**src/rtl/mcpu_pkg.sv**
```systemverilog
// Shared encodings for the multi-cycle MIPS control unit: FSM states,
// ALU operations, datapath mux selects and the decoded opcode/funct values.
package mcpu_pkg;

    typedef enum logic [3:0] {
        S_IF    = 4'd0,
        S_ID    = 4'd1,
        S_EX_R  = 4'd2,
        S_EX_I  = 4'd3,
        S_MA    = 4'd4,
        S_MRD   = 4'd5,
        S_MWR   = 4'd6,
        S_WB_R  = 4'd7,
        S_WB_I  = 4'd8,
        S_WB_LW = 4'd9,
        S_BR    = 4'd10,
        S_JMP   = 4'd11,
        S_JAL   = 4'd12,
        S_JR    = 4'd13
    } state_e;

    localparam logic [2:0] ALU_AND = 3'b000;
    localparam logic [2:0] ALU_OR  = 3'b001;
    localparam logic [2:0] ALU_ADD = 3'b010;
    localparam logic [2:0] ALU_LUI = 3'b011;
    localparam logic [2:0] ALU_NOR = 3'b100;
    localparam logic [2:0] ALU_SUB = 3'b110;
    localparam logic [2:0] ALU_SLT = 3'b111;

    localparam logic [1:0] IMM_SIGN = 2'b00;
    localparam logic [1:0] IMM_ZERO = 2'b01;
    localparam logic [1:0] IMM_HI   = 2'b10;

    localparam logic [1:0] PCS_ALU    = 2'b00;
    localparam logic [1:0] PCS_ALUOUT = 2'b01;
    localparam logic [1:0] PCS_JUMP   = 2'b10;
    localparam logic [1:0] PCS_RS     = 2'b11;

    localparam logic [1:0] SRCB_RT      = 2'b00;
    localparam logic [1:0] SRCB_FOUR    = 2'b01;
    localparam logic [1:0] SRCB_IMM     = 2'b10;
    localparam logic [1:0] SRCB_IMM_SH2 = 2'b11;

    localparam logic [1:0] DST_RT = 2'b00;
    localparam logic [1:0] DST_RD = 2'b01;
    localparam logic [1:0] DST_RA = 2'b10;

    localparam logic [1:0] WD_ALUOUT = 2'b00;
    localparam logic [1:0] WD_MDR    = 2'b01;
    localparam logic [1:0] WD_PC     = 2'b10;

    localparam logic [5:0] OP_RTYPE = 6'b000000;
    localparam logic [5:0] OP_J     = 6'b000010;
    localparam logic [5:0] OP_JAL   = 6'b000011;
    localparam logic [5:0] OP_BEQ   = 6'b000100;
    localparam logic [5:0] OP_BNE   = 6'b000101;
    localparam logic [5:0] OP_ADDI  = 6'b001000;
    localparam logic [5:0] OP_SLTI  = 6'b001010;
    localparam logic [5:0] OP_ANDI  = 6'b001100;
    localparam logic [5:0] OP_ORI   = 6'b001101;
    localparam logic [5:0] OP_LUI   = 6'b001111;
    localparam logic [5:0] OP_LW    = 6'b100011;
    localparam logic [5:0] OP_SW    = 6'b101011;

    localparam logic [5:0] FN_JR  = 6'b001000;
    localparam logic [5:0] FN_ADD = 6'b100000;
    localparam logic [5:0] FN_SUB = 6'b100010;
    localparam logic [5:0] FN_AND = 6'b100100;
    localparam logic [5:0] FN_OR  = 6'b100101;
    localparam logic [5:0] FN_NOR = 6'b100111;
    localparam logic [5:0] FN_SLT = 6'b101010;

endpackage

```
**src/rtl/mcpu_alu_dec.sv**
```systemverilog
// Combinational ALU/extender decode: R-type funct -> ALU op, and I-type
// opcode -> ALU op plus immediate-extender mode, each with a legality flag.
module mcpu_alu_dec
    import mcpu_pkg::*;
(
    input  logic [5:0] opcode,
    input  logic [5:0] funct,
    output logic [2:0] r_alu_ctrl,
    output logic       r_legal,
    output logic [2:0] i_alu_ctrl,
    output logic [1:0] i_imm_sel,
    output logic       i_legal
);

    always_comb begin
        r_alu_ctrl = ALU_AND;
        r_legal    = 1'b1;
        case (funct)
            FN_ADD:  r_alu_ctrl = ALU_ADD;
            FN_SUB:  r_alu_ctrl = ALU_SUB;
            FN_AND:  r_alu_ctrl = ALU_AND;
            FN_OR:   r_alu_ctrl = ALU_OR;
            FN_NOR:  r_alu_ctrl = ALU_NOR;
            FN_SLT:  r_alu_ctrl = ALU_SLT;
            default: r_legal    = 1'b0;
        endcase
    end

    always_comb begin
        i_alu_ctrl = ALU_AND;
        i_imm_sel  = IMM_SIGN;
        i_legal    = 1'b1;
        case (opcode)
            OP_ADDI: begin i_alu_ctrl = ALU_ADD; i_imm_sel = IMM_SIGN; end
            OP_ANDI: begin i_alu_ctrl = ALU_AND; i_imm_sel = IMM_ZERO; end
            OP_ORI:  begin i_alu_ctrl = ALU_OR;  i_imm_sel = IMM_ZERO; end
            OP_SLTI: begin i_alu_ctrl = ALU_SLT; i_imm_sel = IMM_SIGN; end
            OP_LUI:  begin i_alu_ctrl = ALU_LUI; i_imm_sel = IMM_HI;   end
            default: i_legal = 1'b0;
        endcase
    end

endmodule

```
**src/rtl/mcpu_ctrl.sv**
```systemverilog
// Multi-cycle MIPS main control FSM: sequences fetch/decode/execute/memory/
// write-back and drives every datapath select and write enable.
module mcpu_ctrl
    import mcpu_pkg::*;
(
    input  logic       clk,
    input  logic       rst_n,
    input  logic [5:0] opcode,
    input  logic [5:0] funct,
    input  logic       zero,
    input  logic       mio_ready,
    output logic       pc_we,
    output logic       iord,
    output logic       mem_read,
    output logic       mem_write,
    output logic       ir_write,
    output logic       reg_write,
    output logic [1:0] reg_dst,
    output logic [1:0] mem_to_reg,
    output logic       alu_src_a,
    output logic [1:0] alu_src_b,
    output logic [2:0] alu_ctrl,
    output logic [1:0] imm_sel,
    output logic [1:0] pc_source,
    output logic [3:0] state
);

    state_e state_q, state_d;

    logic [2:0] r_alu_ctrl, i_alu_ctrl;
    logic [1:0] i_imm_sel;
    logic       r_legal, i_legal;

    logic pc_we_c, mem_write_c, ir_write_c, reg_write_c;

    mcpu_alu_dec u_alu_dec (
        .opcode     (opcode),
        .funct      (funct),
        .r_alu_ctrl (r_alu_ctrl),
        .r_legal    (r_legal),
        .i_alu_ctrl (i_alu_ctrl),
        .i_imm_sel  (i_imm_sel),
        .i_legal    (i_legal)
    );

    always_ff @(posedge clk or negedge rst_n) begin
        if (!rst_n) state_q <= S_IF;
        else        state_q <= state_d;
    end

    always_comb begin
        state_d     = state_q;
        pc_we_c     = 1'b0;
        iord        = 1'b0;
        mem_read    = 1'b0;
        mem_write_c = 1'b0;
        ir_write_c  = 1'b0;
        reg_write_c = 1'b0;
        reg_dst     = DST_RT;
        mem_to_reg  = WD_ALUOUT;
        alu_src_a   = 1'b0;
        alu_src_b   = SRCB_RT;
        alu_ctrl    = ALU_AND;
        imm_sel     = IMM_SIGN;
        pc_source   = PCS_ALU;

        case (state_q)
            S_IF: begin
                mem_read   = 1'b1;
                alu_src_b  = SRCB_FOUR;
                alu_ctrl   = ALU_ADD;
                pc_source  = PCS_ALU;
                ir_write_c = mio_ready;
                pc_we_c    = mio_ready;
                if (mio_ready) state_d = S_ID;
            end
            S_ID: begin
                // Branch target is computed speculatively into ALUOut here.
                alu_src_b = SRCB_IMM_SH2;
                alu_ctrl  = ALU_ADD;
                imm_sel   = IMM_SIGN;
                case (opcode)
                    OP_RTYPE: begin
                        if (funct == FN_JR) state_d = S_JR;
                        else if (r_legal)   state_d = S_EX_R;
                        else                state_d = S_IF;
                    end
                    OP_LW, OP_SW:   state_d = S_MA;
                    OP_BEQ, OP_BNE: state_d = S_BR;
                    OP_J:           state_d = S_JMP;
                    OP_JAL:         state_d = S_JAL;
                    default:        state_d = i_legal ? S_EX_I : S_IF;
                endcase
            end
            S_EX_R: begin
                alu_src_a = 1'b1;
                alu_src_b = SRCB_RT;
                alu_ctrl  = r_alu_ctrl;
                state_d   = S_WB_R;
            end
            S_EX_I: begin
                alu_src_a = 1'b1;
                alu_src_b = SRCB_IMM;
                alu_ctrl  = i_alu_ctrl;
                imm_sel   = i_imm_sel;
                state_d   = S_WB_I;
            end
            S_MA: begin
                alu_src_a = 1'b1;
                alu_src_b = SRCB_IMM;
                imm_sel   = IMM_SIGN;
                alu_ctrl  = ALU_ADD;
                state_d   = (opcode == OP_LW) ? S_MRD : S_MWR;
            end
            S_MRD: begin
                iord     = 1'b1;
                mem_read = 1'b1;
                if (mio_ready) state_d = S_WB_LW;
            end
            S_MWR: begin
                iord        = 1'b1;
                mem_write_c = 1'b1;
                if (mio_ready) state_d = S_IF;
            end
            S_WB_R: begin
                reg_write_c = 1'b1;
                reg_dst     = DST_RD;
                mem_to_reg  = WD_ALUOUT;
                state_d     = S_IF;
            end
            S_WB_I: begin
                reg_write_c = 1'b1;
                reg_dst     = DST_RT;
                mem_to_reg  = WD_ALUOUT;
                state_d     = S_IF;
            end
            S_WB_LW: begin
                reg_write_c = 1'b1;
                reg_dst     = DST_RT;
                mem_to_reg  = WD_MDR;
                state_d     = S_IF;
            end
            S_BR: begin
                alu_src_a = 1'b1;
                alu_src_b = SRCB_RT;
                alu_ctrl  = ALU_SUB;
                pc_source = PCS_ALUOUT;
                pc_we_c   = zero ^ (opcode == OP_BNE);
                state_d   = S_IF;
            end
            S_JMP: begin
                pc_we_c   = 1'b1;
                pc_source = PCS_JUMP;
                state_d   = S_IF;
            end
            S_JAL: begin
                pc_we_c     = 1'b1;
                pc_source   = PCS_JUMP;
                reg_write_c = 1'b1;
                reg_dst     = DST_RA;
                mem_to_reg  = WD_PC;
                state_d     = S_IF;
            end
            S_JR: begin
                pc_we_c   = 1'b1;
                pc_source = PCS_RS;
                state_d   = S_IF;
            end
            default: state_d = S_IF;
        endcase
    end

    // Architectural writes are masked combinationally so none can slip through while reset is low.
    assign pc_we     = pc_we_c     & rst_n;
    assign ir_write  = ir_write_c  & rst_n;
    assign reg_write = reg_write_c & rst_n;
    assign mem_write = mem_write_c & rst_n;
    assign state     = state_q;

endmodule
```
**config.mk**
```make
export PLATFORM = sky130hd
export DESIGN_NAME = mcpu_ctrl
export DESIGN_NICKNAME = d
export VERILOG_FILES = /design/src/rtl/mcpu_pkg.sv /design/src/rtl/mcpu_alu_dec.sv /design/src/rtl/mcpu_ctrl.sv
export SDC_FILE = /design/constraint.sdc
export NUM_CORES = 1
export LEC_CHECK = 0
export ABC_AREA = 1
export BUFFER_PORTS_ARGS = -buffer_cell sky130_fd_sc_hd__buf_2
export CELL_PAD_IN_SITES_DETAIL_PLACEMENT = 1
export CELL_PAD_IN_SITES_GLOBAL_PLACEMENT = 1
export CORE_ASPECT_RATIO = 1.2
export CORE_MARGIN = 10
export CORE_UTILIZATION = 28
export DETAILED_ROUTE_END_ITERATION = 6
export PLACE_DENSITY = 0.76
export SYNTH_ARGS = -nofsm -noshare
export SYNTH_HDL_FRONTEND = slang
export SYNTH_SLANG_ARGS = --single-unit
```
**constraint.sdc**
```tcl
create_clock -name clk -period 1.48 [get_ports clk]
set_input_delay 0.222 -clock clk [delete_from_list [all_inputs] [get_ports clk]]
set_output_delay 0.222 -clock clk [all_outputs]
set_load 0.03 [all_outputs]
```
# ---- After elaboration in Yosys (flattened, before gate mapping)
# Cells that the tools add are included.
dict set report word_totals {
  regBits 4
  in_bits 16
  output_inout_bits 24
  word_cells 83
}
dict set report op_classes {
  eq_ne 34
  muxes 27
  bitwise_logic 5
  reduce_logical 16
}
# cell count
set op_table {}
lappend op_table {{equality test 6 bit (second input constant)} 8}
lappend op_table {{equality test 6 x 4 -> 1 bit (second input constant)} 6}
lappend op_table {{one-hot mux 4 bit (7 select lines)} 1}
lappend op_table {{equality test 4 bit (second input constant)} 6}
lappend op_table {{one-hot mux 3 bit (4 select lines)} 2}
lappend op_table {{one-hot mux 4 bit (5 select lines)} 1}
lappend op_table {{equality test 4 x 3 -> 1 bit (second input constant)} 4}
lappend op_table {{2-to-1 mux 4 bit} 4}
lappend op_table {{one-hot mux 3 bit (5 select lines)} 1}
lappend op_table {{OR reduction 2 bit} 7}
lappend op_table {{equality test 6 x 2 -> 1 bit (second input constant)} 2}
lappend op_table {{equality test 6 x 3 -> 1 bit (second input constant)} 2}
lappend op_table {{one-hot mux 2 bit (2 select lines)} 3}
lappend op_table {{one-hot mux 2 bit (3 select lines)} 2}
lappend op_table {{equality test 4 x 2 -> 1 bit (second input constant)} 2}
lappend op_table {{2-to-1 mux 1 bit} 8}
lappend op_table {{2-to-1 mux 2 bit} 4}
lappend op_table {{OR reduction 4 bit} 2}
lappend op_table {{logical NOT 6 bit} 1}
lappend op_table {{!= test 2 bit (second input constant)} 3}
lappend op_table {{OR reduction 3 bit} 2}
lappend op_table {{OR reduction 6 bit} 1}
lappend op_table {{OR reduction 5 bit} 1}
lappend op_table {{bitwise AND 1 bit} 4}
lappend op_table {{other kinds (5)} 5}

# ---- Longest topological paths before layout
dict set report logic_depth {
  depth_word 7
  ltp_mapped 10
  mapped_depth_nobuf 10
}

# ---- Modules after synthesis
# From an unflattened synthesis, not the netlist that was laid out.
dict set report unflattened {
  cells_unflattened 174
  area_unflattened_um2 859.6
}
# module instances cells_each area_per_inst_um2
set modules_own_cells {}
lappend modules_own_cells {mcpu_ctrl 1 128 671.9}
lappend modules_own_cells {mcpu_alu_dec 1 46 187.7}

# ---- Least setup slack after synthesis
# Ideal clock, no wire load.
dict set report synth_path {
  path_kind {flip-flop to output port}
  start {register state_q[1] (netlist: state[1])}
  end {output alu_ctrl[0]}
  arrival_time_ps 1876
  path_slack_ps -618
  stages_incl_launch_ff 8
  n_path_buf 1
  path_cell_list {dfrtp_1 -> buf_6 -> nand2_1 -> inv_1 -> nand2_1 -> nor3_2 -> a21oi_1 -> o21ai_0}
}
dict set report synth_between {
  elab_chain_cells 3
  word_cells_on_any_way 8
  cone_classes {eq/ne (5); mux (1); reduce/logical (2)}
}
# item line_no
set synth_lines {}
lappend synth_lines {{from (decl)} mcpu_ctrl.sv:28} ;# state_e state_q, state_d;
lappend synth_lines {{from (signal assigned)} mcpu_ctrl.sv:48} ;# else state_q <= state_d;
lappend synth_lines {{equality test 4 x 1 -> 1 bit (tied with other cells)} mcpu_ctrl.sv:67} ;# case (state_q)
lappend synth_lines {{OR reduction 3 bit (no source line)} --}
lappend synth_lines {{one-hot mux 3 bit (4 select lines) (*)} mcpu_ctrl.sv:67}
lappend synth_lines {{to (decl)} mcpu_ctrl.sv:22} ;# output logic [2:0] alu_ctrl,
# Every way passes the cells marked *; elsewhere a longest branch is shown, timed or not.

# ---- Worst setup path in the final report
dict set report layout_path {
  start {register state_q[3] (netlist: state[3])}
  end {output pc_we}
}
dict set report layout_between {
  elab_chain_cells 4
  word_cells_on_any_way 8
  cone_classes {eq/ne (4); mux (1); bitwise (1); reduce/logical (2)}
}
# item line_no
set layout_lines {}
lappend layout_lines {{equality test 4 bit} mcpu_ctrl.sv:67}
lappend layout_lines {{OR reduction 3 bit (no source line)} --}
lappend layout_lines {{one-hot mux 1 bit (3 select lines) (*)} mcpu_ctrl.sv:67}
lappend layout_lines {{bitwise AND 1 bit (*)} mcpu_ctrl.sv:174} ;# assign pc_we = pc_we_c & rst_n;
lappend layout_lines {{to (decl)} mcpu_ctrl.sv:12} ;# output logic pc_we,
# Marked as above.

==> metrics.cfg <==
[clocking]
insertion_delay_ps = 260
cts_tree = yes
cts_max_level = 1
path_clk_slew_ps = 60
cts_made_buffers = 3
cts-root-buf = clkbuf_4
cts_max_path_buffers = 2
cts.sink_count = 4

[logic_synthesis]
async_flop_share_pct = 100
netlist_top_cells_count = 34 x nor2_1, 29 x nand2_1, 24 x inv_1
synth-seq-cells = 4
synth_area_leaders = nor2_1 16%, nand2_1 14%, dfrtp_1 13%, nand3_1 13%, inv_1 11%
yosysMostFrequentCell = nor2_1
synth_edf_count = 0
yosysSeqAreaShare_pct = 12.6
syn_inst = 154
syn_area_um2 = 795
netlist.area_leader.share_pct = 16.1
synth_fp_nets = 170
yosysUniqueCellTypes = 22
yosysTopAreaCell = nor2_1
yosys_most_used_dff = dfrtp_1
syn-mean-instance-area_um2 = 5.16
yosys_warnings = 0

[setup_path]
crit_slowest_cell = dfrtp_2
slowest_delay_ps = 450
endpoint_kind = output port
path_buf_inv = 2
crit_chain = buf_6 > nand2_2 > nor2_4 > nand3_2 > a31oi_4 > buf_6
start_kind = flip-flop
path_delay_family = flip-flops
critPathRequiredTime_ps = 1260
cpMostUsedCell = buf_6
cp_max_fo = 4
crit_arrival_ps = 1610
crit_type = flip-flop to output port

[flow_run]
maxCapViolations = 0

[sta]
worst_slack_ps = -348
rsz0062_at_grt = yes
setup_viol = 23
whs_ps = 397
timing.fmax_mhz = 547
slew-limit-headroom_pct = 71.9
final_max_slew_viol_count = 0
period_share_pct = 124
clock_skew_ps = 15.5
worst_pin_slew_ps = 419
final.min_clock_period_ps = 1830
hold_viol_final = 0

[final_layout]
fin_cells = 274
drive_gt1_share_pct = 64.6
fin_nets = 258
antenna_cells = 0
area_growth_syn_to_layout_pct = 141
largest_reg_flops = 4
fill_cells = 333

[global_routing]
grt_max_degree = 8
grt_pass1_wl_um = 8470
antenna_found_initial = 0
grt_pass1_vias = 1571
overflow = 0
grt_use_total_pct = 20.5

[floorplan]
start_util_pct = 28.8
ios = 40
fp.coreArea_mm2 = 0.00276
die_h_um = 78.4
die_area_mm2 = 0.00538
fp.dieW_um = 68.6
rows = 21

[routing]
wirelength_um = 7270
via_count = 1603
drt-pass1-iter-count = 4
first_iter_violations = 116
post_drt_wl_per_cell_um = 26.5
dr_wl_met3_um = 558
top_layer_used = met4
m1WireLength_um = 2540
drc = 0
wl_met2_um = 3590
via_per_inst = 5.85
final_antenna_net_count = 0

[power]
vdd_drop_max_mv = 1.62
total_leakage_power_nw = 0.953
powerDensity_mw_per_mm2 = 1950

[place]
dp_hpwl_um = 3240
placed_cells = 257
post-place-ws_ps = -241
io_buffers = 39
routabilityCongestion = 0.920

[outcome]
status = finished with violations
violations = negative setup slack

[min_path]
hold_path_class = input port to async pin

-- cells by family after synthesis --
family	share of synthesized area (%)
AND/OR/NAND/NOR	55.4
buffers and inverters	15.1
AO/OA/AOI/OAI	16.9
flip-flops	12.6
-- worst paths after layout --
path | from | end | slack, ps | depth (start not counted)
min in group clk | mio_ready | state[2] | 420 | 4
worst min register to register | state[2] | state[2] | 880 | 3
worst min-delay path | rst_n | state[1] | 400 | 2
max in group asynchronous | rst_n | state[3] | 830 | 2
worst max-delay path | state[3] | pc_we | -350 | 6
worst max register to register | state[1] | state[0] | -150 | 10
-- report_power, final --
| group | switching, mW | leakage (nW) | internal (mW) |
|---|---|---|---|
| sequential | 0.0982 | 0.0463 | 0.167 |
| clock | 0.0719 | 0.0138 | 0.0926 |
| combinational | 1.95 | 0.893 | 1.34 |
-- placed cells by master, fill, tap and decap left out, drive strengths merged --
master | synthesis | final
buf | 2 | 84
nor2 | 42 | 42
nand2 | 31 | 31
inv | 27 | 26
nand3 | 20 | 20
o21ai | 11 | 11
dfrtp | 4 | 4
a21oi | 4 | 4
nand4 | 3 | 3
clkbuf | 0 | 3
a31oi | 3 | 3
o22ai | 2 | 2
clkinv | 0 | 1
nor3 | 1 | 1
o2111ai | 1 | 1
a21o | 1 | 1
nand3b | 1 | 1
o211ai | 1 | 1
dlygate4sd3 | 0 | 1
-- routing by layer --
| layer | global-route usage [%] | vias to the layer above |
|---|---|---|
| met3 | 3.84 | 51 |
| met5 | 0 | - |
| met4 | 7.46 | 0 |
| li1 | - | 672 |
| met1 | 20.8 | 752 |
| met2 | 38.8 | 128 |
-- area by class of cell --
type,count,area [um2],share of cell area (%)
inverter,27,119,6.21
sequential,4,105,5.49
tap,34,42.5,2.22
timing repair buffer,85,733,38.3
multi-input combinational,121,891,46.6
clock buffer,3,22.5,1.18
-- worst reg2reg max path: cells and delay by family, from the launching register on --
| family | cells | cell delay [ps] |
|---|---|---|
| DFF | 1 | 450 |
| AOI/OAI and AO/OA | 1 | 80 |
| and+or+nand+nor | 6 | 540 |
| buffers and inverters | 3 | 480 |
-- through the flow --
| step | setup TNS, ps | utilization, % | area, um2 | total power [mW] |
|---|---|---|---|---|
| 2_1_floorplan | -689 | - | 891 | 1.34 |
| 3_3_place_gp | -281 | 49.3 | 1360 | 2.09 |
| 3_5_place_dp | -753 | 49.3 | 1360 | 2.16 |
| 4_1_cts | -2870 | 62.4 | 1720 | 2.97 |
| 5_1_grt | -5900 | 69.3 | 1910 | 3.81 |
| 6_report | -5340 | 69.3 | 1910 | 3.72 |
-- repair_timing --
action	CTS	global route
pin swaps	12	19
resized for setup	80	39
setup buffers	8	6
setup endpoints to repair	21	24
hold endpoints to repair	4	0
hold buffers	1	0
Power figures use the tool's default switching activity.
